File: config.mk
export PLATFORM = sky130hd
export DESIGN_NAME = instr_prefetch_buffer
export DESIGN_NICKNAME = d
export VERILOG_FILES = /design/src/rtl/instr_buf_pkg.sv /design/src/rtl/instr_prefetch_buffer.sv
export SDC_FILE = /design/constraint.sdc
export NUM_CORES = 1
export LEC_CHECK = 0
export BUFFER_PORTS_ARGS = -buffer_cell sky130_fd_sc_hd__buf_4
export CORE_ASPECT_RATIO = 1.25
export CORE_MARGIN = 4
export CORE_UTILIZATION = 45
export CTS_CLUSTER_SIZE = 28
export DETAILED_ROUTE_END_ITERATION = 12
export GPL_TIMING_DRIVEN = 0
export PLACE_DENSITY_LB_ADDON = 0.3
export SYNTH_ARGS = -nofsm -noshare
export SYNTH_HDL_FRONTEND = slang
export SYNTH_SLANG_ARGS = --single-unit
File: constraint.sdc
create_clock -name clk -period 13.66 [get_ports clk]
set_input_delay 0 -clock clk [delete_from_list [all_inputs] [get_ports clk]]
set_output_delay 0 -clock clk [all_outputs]
set_load 0.05 [all_outputs]
File: src/rtl/instr_buf_pkg.sv
`default_nettype none
// ============================================================================
//  Module      : instr_buf_pkg
//  Description : Shared types and default widths for the instruction
//                prefetch buffer. instr_entry_t is the {pc, instr} pair at
//                the default widths.
//  Revision    : 1.0 - initial release
// ============================================================================
package instr_buf_pkg;

    localparam int IB_DATA_W = 32;
    localparam int IB_ADDR_W = 32;
    localparam int IB_DEPTH  = 4;

    typedef struct packed {
        logic [IB_ADDR_W-1:0] pc;
        logic [IB_DATA_W-1:0] instr;
    } instr_entry_t;

endpackage : instr_buf_pkg
`default_nettype wire

File: src/rtl/instr_prefetch_buffer.sv
`default_nettype none
// ============================================================================
//  Module      : instr_prefetch_buffer
//  Description : DEPTH-entry first-word-fall-through FIFO of {pc, instr}
//                pairs between fetch and decode, valid/ready on both sides,
//                with a flush that discards every queued entry.
//  Ports       : clk, reset (sync, active-high)
//                flush                          - drop all entries
//                in_valid/in_ready/in_instr/in_pc     - fetch side
//                out_valid/out_ready/out_instr/out_pc - decode side
//                count                          - occupied entries 0..DEPTH
//  Revision    : 1.0 - initial release
// ============================================================================
module instr_prefetch_buffer
    import instr_buf_pkg::*;
#(
    parameter int DATA_W = IB_DATA_W,
    parameter int ADDR_W = IB_ADDR_W,
    parameter int DEPTH  = IB_DEPTH
) (
    input  logic                       clk,
    input  logic                       reset,
    input  logic                       flush,
    input  logic                       in_valid,
    output logic                       in_ready,
    input  logic [DATA_W-1:0]          in_instr,
    input  logic [ADDR_W-1:0]          in_pc,
    output logic                       out_valid,
    input  logic                       out_ready,
    output logic [DATA_W-1:0]          out_instr,
    output logic [ADDR_W-1:0]          out_pc,
    output logic [$clog2(DEPTH+1)-1:0] count
);

    localparam int c_PTR_W = $clog2(DEPTH);
    localparam int c_CNT_W = $clog2(DEPTH+1);
    localparam logic [c_CNT_W-1:0] c_FULL = c_CNT_W'(DEPTH);

    generate
        if ((DEPTH < 2) || ((DEPTH & (DEPTH - 1)) != 0)) begin : g_depth_check
            $error("instr_prefetch_buffer: DEPTH must be a power of two >= 2");
        end
    endgenerate

    // Same layout as instr_entry_t, but sized by this instance's parameters.
    typedef struct packed {
        logic [ADDR_W-1:0] pc;
        logic [DATA_W-1:0] instr;
    } entry_t;

    entry_t               r_mem [DEPTH];
    logic [c_PTR_W-1:0]   r_wr_ptr;
    logic [c_PTR_W-1:0]   r_rd_ptr;
    logic [c_CNT_W-1:0]   r_count;

    logic                 w_push;
    logic                 w_pop;
    logic                 w_not_empty;
    entry_t               w_head;

    // in_ready looks only at state and flush, so a pop cannot open a slot
    // for a push in the same cycle.
    assign w_not_empty = (r_count != '0);
    assign in_ready    = (r_count != c_FULL) & ~flush;
    assign out_valid   = w_not_empty;
    assign w_push      = in_valid & in_ready;
    assign w_pop       = w_not_empty & out_ready;

    assign w_head    = r_mem[r_rd_ptr];
    assign out_instr = w_not_empty ? w_head.instr : '0;
    assign out_pc    = w_not_empty ? w_head.pc    : '0;
    assign count     = r_count;

    always_ff @(posedge clk) begin
        if (reset) begin
            r_wr_ptr <= '0;
            r_rd_ptr <= '0;
            r_count  <= '0;
        end else if (flush) begin
            // A pop coinciding with flush is void; in_ready already blocks push.
            r_wr_ptr <= '0;
            r_rd_ptr <= '0;
            r_count  <= '0;
        end else begin
            if (w_push) begin
                r_mem[r_wr_ptr] <= '{pc: in_pc, instr: in_instr};
                r_wr_ptr        <= r_wr_ptr + 1'b1;
            end
            if (w_pop) begin
                r_rd_ptr <= r_rd_ptr + 1'b1;
            end
            if (w_push && !w_pop) begin
                r_count <= r_count + 1'b1;
            end else if (w_pop && !w_push) begin
                r_count <= r_count - 1'b1;
            end
        end
    end

`ifndef SYNTHESIS
    a_no_push_when_full : assert property (@(posedge clk) disable iff (reset)
        !(w_push && (r_count == c_FULL)));
    a_count_bounded : assert property (@(posedge clk) disable iff (reset)
        (r_count <= c_FULL));
`endif

endmodule : instr_prefetch_buffer
`default_nettype wire

; Word-level counts from Yosys, hierarchy flattened
; Memories as Yosys holds them, arrays and structs flattened. A register that Yosys moved wholly into a read port is not among the register bits.
; Index checks and enable logic that the tools add are counted.
[totals]
register_bits = 7
ram_bits = 256
inputBits = 69
out_inout_bits = 69
word_cells = 30
mem_count = 1
[memory_table]
columns = name, words, word_bits, rd, rd_clocked_by_memory_dff, write_ports, line
row1 = r_mem, 4, 64, 1, 1, 1, instr_prefetch_buffer.sv:51  ; entry_t r_mem [DEPTH];
[classes]
addsub = 4
n_eq_ne = 1
muxes = 10
bitwise = 4
reduce_logical = 7
[op_table]
columns = operator, n
row1 = $mux W32, 2
row2 = $mux W3, 2
row3 = $add A2 B1 Y2 const B, 2
row4 = $mux W1, 4
row5 = $mux W2, 2
row6 = $add A3 B1 Y3 const B, 1
row7 = $and A1 B1 Y1, 3
row8 = $ne A3 B3 Y1 const B, 1
row9 = $reduce_bool A3 Y1, 1
row10 = $sub A3 B1 Y3 const B, 1
row11 = $logic_and A1 B1 Y1, 2
row12 = $logic_not A1 Y1, 2
row13 = $reduce_bool A2 Y1, 1
row14 = $reduce_or A2 Y1, 1
row15 = $not A1 Y1, 1

; Depth between registers and ports, before layout
; Gate-level depths: netlist of run 1.
[logic_depth]
ltp_word = 7
mapped_depth = 9

; Least setup slack after synthesis of run 1
; OpenSTA, ideal clock, no wires.
[synth_path]
kind = register -> register
from = reg r_count[0], in the netlist count[0]
to = mem r_mem[1][0] (netlist bit), enable pin
setup_ns = 0.578
arrival_ns = 5.856
required_time_ns = 13.082
path_slack_ns = 7.226
path_stages_with_launch = 4
cell_sequence = dfxtp_1 or3b_2 nand2_1 nor3b_1
[synth_between]
elab_chain_cells = 7
[synth_lines]
columns = element, line
row1 = from (decl), instr_prefetch_buffer.sv:54  ; logic [c_CNT_W-1:0] r_count;
row2 = from (signal assigned), instr_prefetch_buffer.sv:93  ; r_count <= r_count + 1'b1;
row3 = from (signal assigned), instr_prefetch_buffer.sv:95  ; r_count <= r_count - 1'b1;
row4 = $ne A3 B3 Y1, instr_prefetch_buffer.sv:64  ; assign in_ready = (r_count != c_FULL) & ~flush;
row5 = $and A1 B1 Y1, instr_prefetch_buffer.sv:64
row6 = $and A1 B1 Y1, instr_prefetch_buffer.sv:66  ; assign w_push = in_valid & in_ready;
row7 = $mux W1, instr_prefetch_buffer.sv:85  ; if (w_push) begin
row8 = $mux W1, instr_prefetch_buffer.sv:79  ; end else if (flush) begin
row9 = $mux W1, instr_prefetch_buffer.sv:75  ; if (reset) begin
row10 = $mux W1 (not written as such), instr_prefetch_buffer.sv:86  ; r_mem[r_wr_ptr] <= '{pc: in_pc, instr: in_instr};
row11 = to (decl), instr_prefetch_buffer.sv:51
; No other way between the ends.

; Final worst setup path of run 1
[layout_path]
from = reg r_count[0], in the netlist count[0]
to = mem r_mem[3][39] (netlist bit), enable pin
; The elaborated chain is that of the path after synthesis.

==> run_results.csv, run 1 <==
group,metric,value,unit
run_status,status,"complete, no violations",
yosys,yosysMostFrequentCell,"edfxtp_1",
worst_setup_path,critPathLaunch,"count[0]",
worst_setup_path,critical_path_arrival,3.12,ns
finish,nNetsFinal,793,
drt,drc,0,
drt,drt_first_pass_iters,4,
clock_tree,clk_path_buf_depth,3,
placement,dpl_cell_area,12000,µm²
grt,grt_first_pass_wirelength,30900,µm
drt,routed_wirelength,19800,µm
yosys,yosys_most_used_dff,"edfxtp_1",
clock_tree,cts_max_level,1,
worst_setup_path,crit_top_cell,"buf_6",
yosys,ys_seq_elements,265,
floorplanning,start_util,45.9,%
worst_setup_path,crit_path_end_kind,"flip-flop",
placement,port_buffers,137,
finish,syn_to_final_growth,30.5,%
grt,first_global_vias,5728,
worst_setup_path,worstSetupPathType,"reg -> reg",
clock_tree,clock-sinks,265,
yosys,synthTopCellsByCount,"256 x edfxtp_1, 64 x and2_1, 60 x mux4_2",
drt,antenna_left,0,
finish,finalInstanceArea,13300,µm²
sta,worst_pin_slew,1.03,ns
power_and_ir_drop,powerDensity,129,nW/µm²
worst_setup_path,crit_chain,"or3b_2, nand2_1, nor3b_2, buf_6, buf_6, buf_6, buf_6, buf_6",
clock_tree,path_clk_slew,0.06,ns
worst_setup_path,timing.rr.start,"count[0]",
floorplanning,rows,61,
yosys,synth_top_cells_by_area,"edfxtp_1 75%, mux4_2 13%, and2_1 3.9%",
floorplanning,die_x,143,µm
worst_setup_path,cp_slowest_cell,"nor3b_2",
sta,fin_crit_sh,21.3,%
placement,place_congestion,0.704,
worst_setup_path,cpPeakStageDelay,0.79,ns
sta,grt_setup_unrepaired,"false",
sta,fmax,344,MHz
clock_tree,cts_resized,0,
yosys,synth_top_area_share,75.2,%
sta,maxSlewViolCount,0,
drt,via_count,5210,
yosys,synth_cells,457,
yosys,synth_area,10200,µm²
yosys,synth_edf_count,256,
yosys,synth_fp_nets,532,
floorplanning,die_height,177,µm
sta,setup_violations,0,
yosys,synth_top_area_cell,"edfxtp_1",
yosys,synth_cell_type_count,28,
placement,dp_hpwl,13600,µm
floorplanning,dieArea,25200,µm²
power_and_ir_drop,peakVddDrop,0.111,mV
sta,slew_headroom,30.9,%
sta,fin_crit,2.91,ns
finish,nFillCells,1640,
grt,antenna_found_initial,0,
clock_tree,numCtsBuffers,25,
worst_setup_path,worstPathRequired,13.87,ns
yosys,synth_seq_area_share,77.0,%
yosys,syn_area_per_cell,22.4,µm²
finish,antenna_cells,0,
placement,place_ws,10.71,ns
yosys,ys_async_sr_fraction,0,%
floorplanning,ios,138,
grt,track_usage,15.9,%
drt,viasPerCell,5.14,
clock_tree,cts-hold-fix-buffers,69,
sta,hold_viol_final,0,
power_and_ir_drop,p_total,1.72,mW
sta,setup_tns,0,ns
worst_setup_path,crit_path_end,"r_mem[3][39]",
worst_setup_path,rrSetupSlack,10.75,ns
worst_setup_path,worstPathMaxFanout,10,
worst_setup_path,reg2regPathDepth,8,
clock_tree,insertion_delay,0.50,ns
worst_setup_path,worstSetupStartpointType,"flip-flop",
finish,drive_gt1_share,37.8,%
sta,skew,0.00725,ns
drt,wl_per_cell,19.5,µm
worst_setup_path,r2r-end,"r_mem[3][39]",
sta,worst_slack,10.75,ns
clock_tree,cts_root_buf,"clkbuf_16",
worst_hold_path,holdCritPathClass,"in -> reg",
job,cap_viol_max_count,0,
floorplanning,core_region_area,22300,µm²
yosys,yosys_warnings,0,
clock_tree,cts_setup_buffers,0,
drt,drt_iter0_markers,259,
grt,grt_max_degree,15,
clock_tree,cts_tree,"yes",
grt,gr-total-overflow,0,
power_and_ir_drop,leakage,4.65,nW
==> layout by cell type (no fill, tap or decap), types with 2 or more instances in the layout <==
cell type	synthesis	final
buf_6	1	24
mux4_2	60	60
buf_4	0	137
and2_1	64	64
buf_8	0	5
xor2_1	4	4
clkbuf_16	0	25
dfxtp_1	9	9
nor3b_2	0	4
mux2i_1	2	2
buf_12	6	6
edfxtp_1	256	256
nand2_1	3	3
clkinv_2	0	5
nor2b_1	2	2
mux4_1	4	4
dlygate4sd3_1	0	69
ha_1	5	5
clkbuf_1	8	15
a21oi_1	2	2
clkinv_1	0	2
nor2_1	6	6
buf_2	6	6
inv_1	4	4
or3_1	2	2
==> metal layers <==
| metal | track usage (%) | routed length [µm] | up-vias |
|---|---|---|---|
| met4 | 3.72 | 321 | 0 |
| met2 | 28.2 | 10500 | 142 |
| li1 | - | - | 2372 |
| met3 | 2.22 | 930 | 30 |
| met5 | 0 | 0 | - |
| met1 | 20.8 | 7970 | 2666 |
==> how the worst min path moves through the flow <==
stage,from,to,cells after the start
floorplan,in_instr[0],r_mem[0][0],0
global placement,in_instr[4],r_mem[3][4],1
detailed placement,in_pc[12],r_mem[0][44],1
CTS,in_pc[25],r_mem[0][57],2
global route,in_pc[14],r_mem[2][46],2
finish,in_pc[29],r_mem[2][61],2
==> through the flow <==
| step | std cells | hold slack (ns) | util, % |
|---|---|---|---|
| 6_report | 1014 | 0.241 | 59.9 |
| 3_5_place_dp | 905 | 0.203 | 53.7 |
| 2_1_floorplan | 457 | 0.0989 | - |
| 5_1_grt | 1014 | 0.222 | 59.9 |
| 4_1_cts | 1014 | 0.214 | 59.9 |
| 3_3_place_gp | 877 | 0.199 | 52.1 |
==> cell type report <==
type / instances / area, µm² / area share (%)
Sequential cell: 265 / 7870 / 59.0
Multi-Input combinational cell: 166 / 2160 / 16.2
Timing Repair Buffer: 234 / 2050 / 15.4
Clock buffer: 32 / 652 / 4.89
Tap cell: 283 / 354 / 2.65
Buffer: 22 / 196 / 1.47
Clock inverter: 8 / 41.3 / 0.309
Inverter: 4 / 15.0 / 0.113
==> sequential cells by signal, indices dropped and copies added (netlist names), named ones only <==
signal    flops
r_mem       256
r_rd_ptr      2
r_wr_ptr      2
count         3
==> report_power, final <==
part | total, mW | switching [mW] | leakage, nW | internal [mW]
Sequential | 0.903 | 0.00303 | 2.38 | 0.900
Combinational | 0.219 | 0.134 | 1.92 | 0.0856
Clock | 0.597 | 0.263 | 0.343 | 0.334
Total | 1.72 | 0.400 | 4.65 | 1.32
==> logic make-up after synthesis <==
logic type	count (synthesis)	share of synthesized area [%]
multiplexers	66	14.4
adder cells (fa/ha/maj)	6	0.808
XOR/XNOR	4	0.343
AO/OA/AOI/OAI	6	0.380
buffers and inverters	26	2.07
AND/OR/NAND/NOR	84	4.98
flip-flops	265	77.0
==> worst max-delay path, delay by kind of cell, from the launching register on <==
family | cells | cell delay (ns)
buffers and inverters | 5 | 0.94
DFF | 1 | 0.47
and+or+nand+nor | 3 | 1.19
Note: power is estimated with default switching activity, not from simulation.
==> run 2, diff against run 1 <==
- clock period: 13.66 -> 2.4 ns (I/O delays scaled with it)
==> run_results.csv, run 2 (synthesized netlist as in run 1, its figures left out) <==
group,metric,value,unit
worst_setup_path,critPathLaunch,"count[2]",
worst_setup_path,timing.rr.start,"count[2]",
drt,antenna_left,0,
worst_hold_path,min_from,"in_instr[9]",
sta,skew,0.00966,ns
drt,drt_first_pass_iters,4,
floorplanning,ios,138,
drt,drt_iter0_markers,229,
floorplanning,start_util,45.9,%
power_and_ir_drop,peakVddDrop,0.821,mV
worst_setup_path,critical_path_arrival,2.48,ns
sta,worst_pin_slew,0.948,ns
floorplanning,core_region_area,22300,µm²
grt,grt_max_degree,16,
worst_setup_path,crit_top_cell,"buf_16",
worst_hold_path,hold_path_depth,2,
worst_setup_path,cpPeakStageDelay,0.80,ns
clock_tree,cts_tree,"yes",
finish,layout_common_cells,"256 x edfxtp_1, 137 x buf_4, 69 x dlygate4sd3_1",
finish,largest_reg_flops,256,
sta,fmax,442,MHz
grt,antenna_found_initial,0,
finish,finalInstanceArea,13700,µm²
floorplanning,dieArea,25200,µm²
worst_setup_path,worstPathMaxFanout,15,
floorplanning,die_x,143,µm
clock_tree,clk_path_buf_depth,3,
worst_setup_path,worstSetupStartpointType,"flip-flop",
sta,worst_slack,0.139,ns
drt,viasPerCell,5.13,
clock_tree,numCtsBuffers,26,
drt,drc,0,
finish,nNetsFinal,782,
power_and_ir_drop,pwr-share-seq,47.4,%
sta,setup_violations,0,
worst_setup_path,reg2regPathDepth,5,
power_and_ir_drop,p_comb_share,11.6,%
power_and_ir_drop,leakage,4.79,nW
grt,gr-total-overflow,0,
placement,place_ws,0.0995,ns
run_status,status,"complete, no violations",
worst_setup_path,rrSetupSlack,0.14,ns
clock_tree,cts_max_level,1,
clock_tree,path_clk_slew,0.06,ns
finish,drive_gt1_share,38.7,%
grt,grt_first_pass_wirelength,31300,µm
sta,fin_crit,2.26,ns
sta,maxSlewViolCount,0,
finish,antenna_cells,0,
power_and_ir_drop,clkPwrFrac,41.0,%
worst_setup_path,cp_num_buf_inv,2,
worst_setup_path,crit_chain,"or3b_4, nand2_4, nor3b_4, buf_16, buf_16",
worst_setup_path,r2r-end,"r_mem[2][26]",
placement,port_buffers,137,
grt,track_usage,15.9,%
worst_setup_path,cp_slowest_cell,"nor3b_4",
worst_setup_path,worstPathRequired,2.62,ns
worst_setup_path,cpLargestDelayFamily,"simple AND/OR/NAND/NOR gates",
worst_setup_path,crit_path_end_kind,"flip-flop",
sta,slew_headroom,36.7,%
floorplanning,die_height,177,µm
sta,grt_setup_unrepaired,"false",
clock_tree,insertion_delay,0.51,ns
worst_hold_path,holdCritPathClass,"in -> reg",
floorplanning,rows,61,
worst_hold_path,min_to,"r_mem[0][9]",
grt,first_global_vias,5652,
job,cap_viol_max_count,0,
drt,via_count,5185,
sta,hold_viol_final,0,
finish,syn_to_final_growth,34.1,%
power_and_ir_drop,p_int,8.42,mW
finish,largest-register,"r_mem",
placement,dp_hpwl,13300,µm
clock_tree,cts_root_buf,"clkbuf_16",
sta,fin_crit_sh,94.2,%
placement,place_congestion,0.680,
power_and_ir_drop,switchingPower,2.43,mW
drt,wl_per_cell,19.6,µm
clock_tree,clock-sinks,265,
power_and_ir_drop,powerDensity,791,nW/µm²
finish,final_common_cell,"edfxtp_1",
drt,routed_wirelength,19800,µm
worst_setup_path,worstSetupPathType,"reg -> reg",
power_and_ir_drop,p_sw_share,22.4,%
power_and_ir_drop,p_total,10.8,mW
sta,finalHoldWorstSlack,0.225,ns
placement,dpl_cell_area,12100,µm²
[run 2: area by class of cell]
cell class,count,area (µm²)
fillers,1606,8580
flip-flops and latches,265,7880
multi-input cells,166,2200
repair buffers,223,2110
clock buffers,30,687
well taps,283,354
clock inverters,18,270
plain buffers,21,194
inverters,4,15.0
[run 2: per-layer routing]
layer	vias up	track usage, %	routed length (µm)
li1	2356	-	-
met1	2677	20.8	8010
met2	123	27.8	10600
met3	29	2.36	850
met4	0	4.28	376
met5	-	0	0
[run 2: worst max path at each step]
stage                               to  slack [ns]  depth (start not counted)
after CTS                 r_mem[2][32]        0.08                          5
after global placement    r_mem[0][34]       -1.75                          3
final                     r_mem[2][26]        0.14                          5
after global routing      r_mem[2][26]       0.002                          5
after detailed placement  r_mem[2][29]         0.1                          5
after floorplan            r_mem[0][0]       -0.51                          3
[run 2: stage by stage]
| step | util, % | TNS [ns] | instances |
|---|---|---|---|
| 2_1_floorplan | - | -123.40 | 457 |
| 3_3_place_gp | 52.4 | -427.99 | 877 |
| 3_5_place_dp | 54.1 | 0 | 894 |
| 4_1_cts | 61.5 | 0 | 1010 |
| 5_1_grt | 61.5 | 0 | 1010 |
| 6_report | 61.5 | 0 | 1010 |
[run 2: timing repair]
item,in CTS,in global routing
buffers inserted,0,0
pin swaps,0,0
gates resized for setup,0,2
hold buffers,69,0
endpoints found under the hold margin,297,0
endpoints found under the setup margin,20,1
[run 2: power groups by stage]
stage	registers [mW]	clock network, mW	logic [mW]
final	5.14	4.44	1.26
after CTS	5.14	4.54	1.28
after detailed placement	5.24	0	1.18
after floorplan	5.25	0	0.726
after global routing	5.14	4.75	1.34
after global placement	5.24	0	1.15
==> run 3, diff against run 2 <==
- ABC_AREA: default -> 1
==> run_results.csv, run 3 <==
group,metric,value,unit
drt,wl_per_cell,17.8,µm
finish,finalNonFillerCells,1381,
yosys,synth_top_cells_by_area,"edfxtp_1 74%, nor2_1 9.6%, o21ai_0 5.7%",
placement,dp_hpwl,14900,µm
worst_setup_path,cp_num_buf_inv,3,
yosys,yosys_most_used_dff,"edfxtp_1",
worst_hold_path,holdCritPathClass,"in -> reg",
sta,hold_viol_final,0,
clock_tree,clk_path_buf_depth,3,
clock_tree,numCtsBuffers,25,
sta,worst_pin_slew,0.606,ns
grt,grt_first_pass_wirelength,37400,µm
finish,drive_gt1_share,20.3,%
worst_setup_path,worstPathMaxFanout,10,
floorplanning,rows,62,
placement,port_buffers,137,
drt,drc,0,
placement,place_congestion,0.735,
yosys,synth_top_family_by_area,"simple AND/OR/NAND/NOR gates",
drt,dr_wl_met2,12700,µm
finish,syn_to_final_growth,30.1,%
placement,place_ws,0.113,ns
worst_hold_path,hold_path_depth,2,
sta,grt_setup_unrepaired,"false",
worst_setup_path,critical_path_arrival,2.25,ns
worst_setup_path,crit_chain,"nor2_1, nand2_1, clkinv_2, buf_2, a21oi_1, buf_4",
finish,utilization,59.3,%
yosys,synth_cells,830,
worst_setup_path,reg2regPathDepth,8,
yosys,synth_area,10400,µm²
drt,antenna_left,0,
worst_setup_path,cpPeakStageDelay,0.37,ns
yosys,ys_async_sr_fraction,0,%
worst_setup_path,r2r-end,"r_wr_ptr[1]",
job,cap_viol_max_count,0,
clock_tree,cts_tree,"yes",
worst_setup_path,cp_slowest_cell,"dfxtp_4",
yosys,syn_area_per_cell,12.6,µm²
sta,maxSlewViolCount,0,
worst_setup_path,worstPathRequired,2.40,ns
finish,largest-register,"r_mem",
power_and_ir_drop,peakVddDrop,0.557,mV
sta,setup_violations,0,
finish,largest_reg_flops,256,
yosys,synthTopCellsByCount,"267 x nor2_1, 256 x edfxtp_1, 118 x o21ai_0",
sta,fmax,444,MHz
run_status,status,"complete, no violations",
yosys,yosys.area_share.adder,0.792,%
drt,drt_iter0_markers,446,
worst_setup_path,worstSetupStartpointType,"flip-flop",
worst_hold_path,min_to,"r_mem[2][60]",
yosys,synth_top_area_cell,"edfxtp_1",
sta,fin_crit_sh,93.9,%
power_and_ir_drop,powerDensity,765,nW/µm²
worst_hold_path,min_from,"in_pc[28]",
drt,viasPerCell,5.09,
yosys,synthSimpleGateAreaFrac,10.6,%
grt,track_usage,18.9,%
power_and_ir_drop,p_total,10.4,mW
worst_setup_path,crit_path_end_kind,"output pin",
drt,top_layer,"met4",
worst_setup_path,timing.rr.start,"r_wr_ptr[0]",
grt,grt_max_degree,29,
floorplanning,start_util,45.6,%
floorplanning,core_region_area,22900,µm²
yosys,synth_fp_nets,905,
floorplanning,ios,138,
finish,layout_common_cells,"263 x nor2_1, 256 x edfxtp_1, 144 x buf_4",
yosys,synth_top_area_share,73.7,%
yosys,yosysMostFrequentCell,"nor2_1",
drt,via_count,7030,
grt,gr-total-overflow,0,
clock_tree,cts_root_buf,"clkbuf_16",
sta,setup_tns,0,ns
clock_tree,insertion_delay,0.51,ns
clock_tree,clock-sinks,265,
yosys,synth_compound_area_share,9.45,%
clock_tree,cts_max_level,1,
yosys,synth_edf_count,256,
drt,routed_wirelength,24600,µm
floorplanning,die_height,178,µm
sta,slew_headroom,59.5,%
finish,final_common_cell,"nor2_1",
drt,wl_met1,9790,µm
yosys,synth_xor_area_share,0.0840,%
worst_setup_path,worstSetupPathType,"reg -> out",
yosys,ys_seq_elements,265,
yosys,synth_seq_area_share,75.4,%
power_and_ir_drop,leakage,4.97,nW
yosys,synth_cell_type_count,19,
finish,nNetsFinal,1150,
sta,worst_slack,0.147,ns
floorplanning,die_x,144,µm
placement,dpl.cell_count,1263,
yosys,yosys_warnings,0,
worst_setup_path,rrSetupSlack,0.17,ns
drt,drt_first_pass_iters,5,
grt,first_global_vias,6985,
grt,antenna_found_initial,0,
floorplanning,dieArea,25700,µm²
worst_setup_path,cpLargestDelayFamily,"buffers and inverters",
sta,fin_crit,2.25,ns
yosys,muxShareOfSynthArea,0,%
sta,skew,0.00759,ns
clock_tree,path_clk_slew,0.06,ns
drt,dr_wl_met3,1410,µm
-- run 3: how the worst max path moves through the flow --
stage | cells past startpoint | from | to | slack [ns]
final | 6 | count[1] | out_pc[11] | 0.15
after floorplan | 6 | count[1] | r_mem[0][0] | 0.04
after CTS | 8 | count[0] | r_mem[1][32] | 0.1
after global placement | 6 | count[0] | r_mem[3][32] | -0.65
after detailed placement | 8 | count[1] | r_mem[1][32] | 0.11
after global routing | 6 | flip-flop | out_pc[2] | 0.001
-- run 3: per-layer routing --
metal	GRT usage, %	vias to the layer above
met4	6.10	0
met2	33.4	219
met1	23.8	3343
met5	0	-
met3	3.08	58
li1	-	3410
-- run 3: metrics by stage --
step	area (µm²)	hold WS (ns)
floorplan	10500	0.0989
global placement	11900	0.200
detailed placement	12000	0.203
CTS	13500	0.213
global route	13600	0.214
finish	13600	0.230
-- run 3: cells by family after synthesis --
kind of cell	after synthesis
AND/OR/NAND/NOR	292
flip-flops	265
AO/OA/AOI/OAI	197
buffers and inverters	69
adder cells (fa/ha/maj)	6
XOR/XNOR	1
-- run 3: worst reg2reg max path, cell delays in order, from the launching register on --
cell,delay [ns]
dfxtp_1,0.38
inv_1,0.10
ha_1,0.29
inv_1,0.05
nand4_1,0.08
dlygate4sd3_1,0.57
nand2_1,0.06
nor2_1,0.04
dlygate4sd3_1,0.54
-- run 3: where the power goes --
| group | switching (mW) | total, mW | internal (mW) |
|---|---|---|---|
| clock network | 1.56 | 3.92 | 2.36 |
| logic | 0.888 | 1.31 | 0.426 |
| registers | 0.0167 | 5.14 | 5.13 |
-- run 3: layout make-up --
type,count,area (µm²)
diodes,1,2.50
multi-input cells,496,2220
flip-flops and latches,265,7880
clock inverters,13,158
fillers,1750,9320
clock buffers,31,658
well taps,288,360
repair buffers,218,1910
plain buffers,47,297
inverters,22,83.8
-- run 3: timing repair --
action	4_1_cts	5_1_grt
resized for setup	0	4
hold endpoints to repair	265	0
hold buffers	71	0
buffers inserted	0	2
setup endpoints to repair	0	60
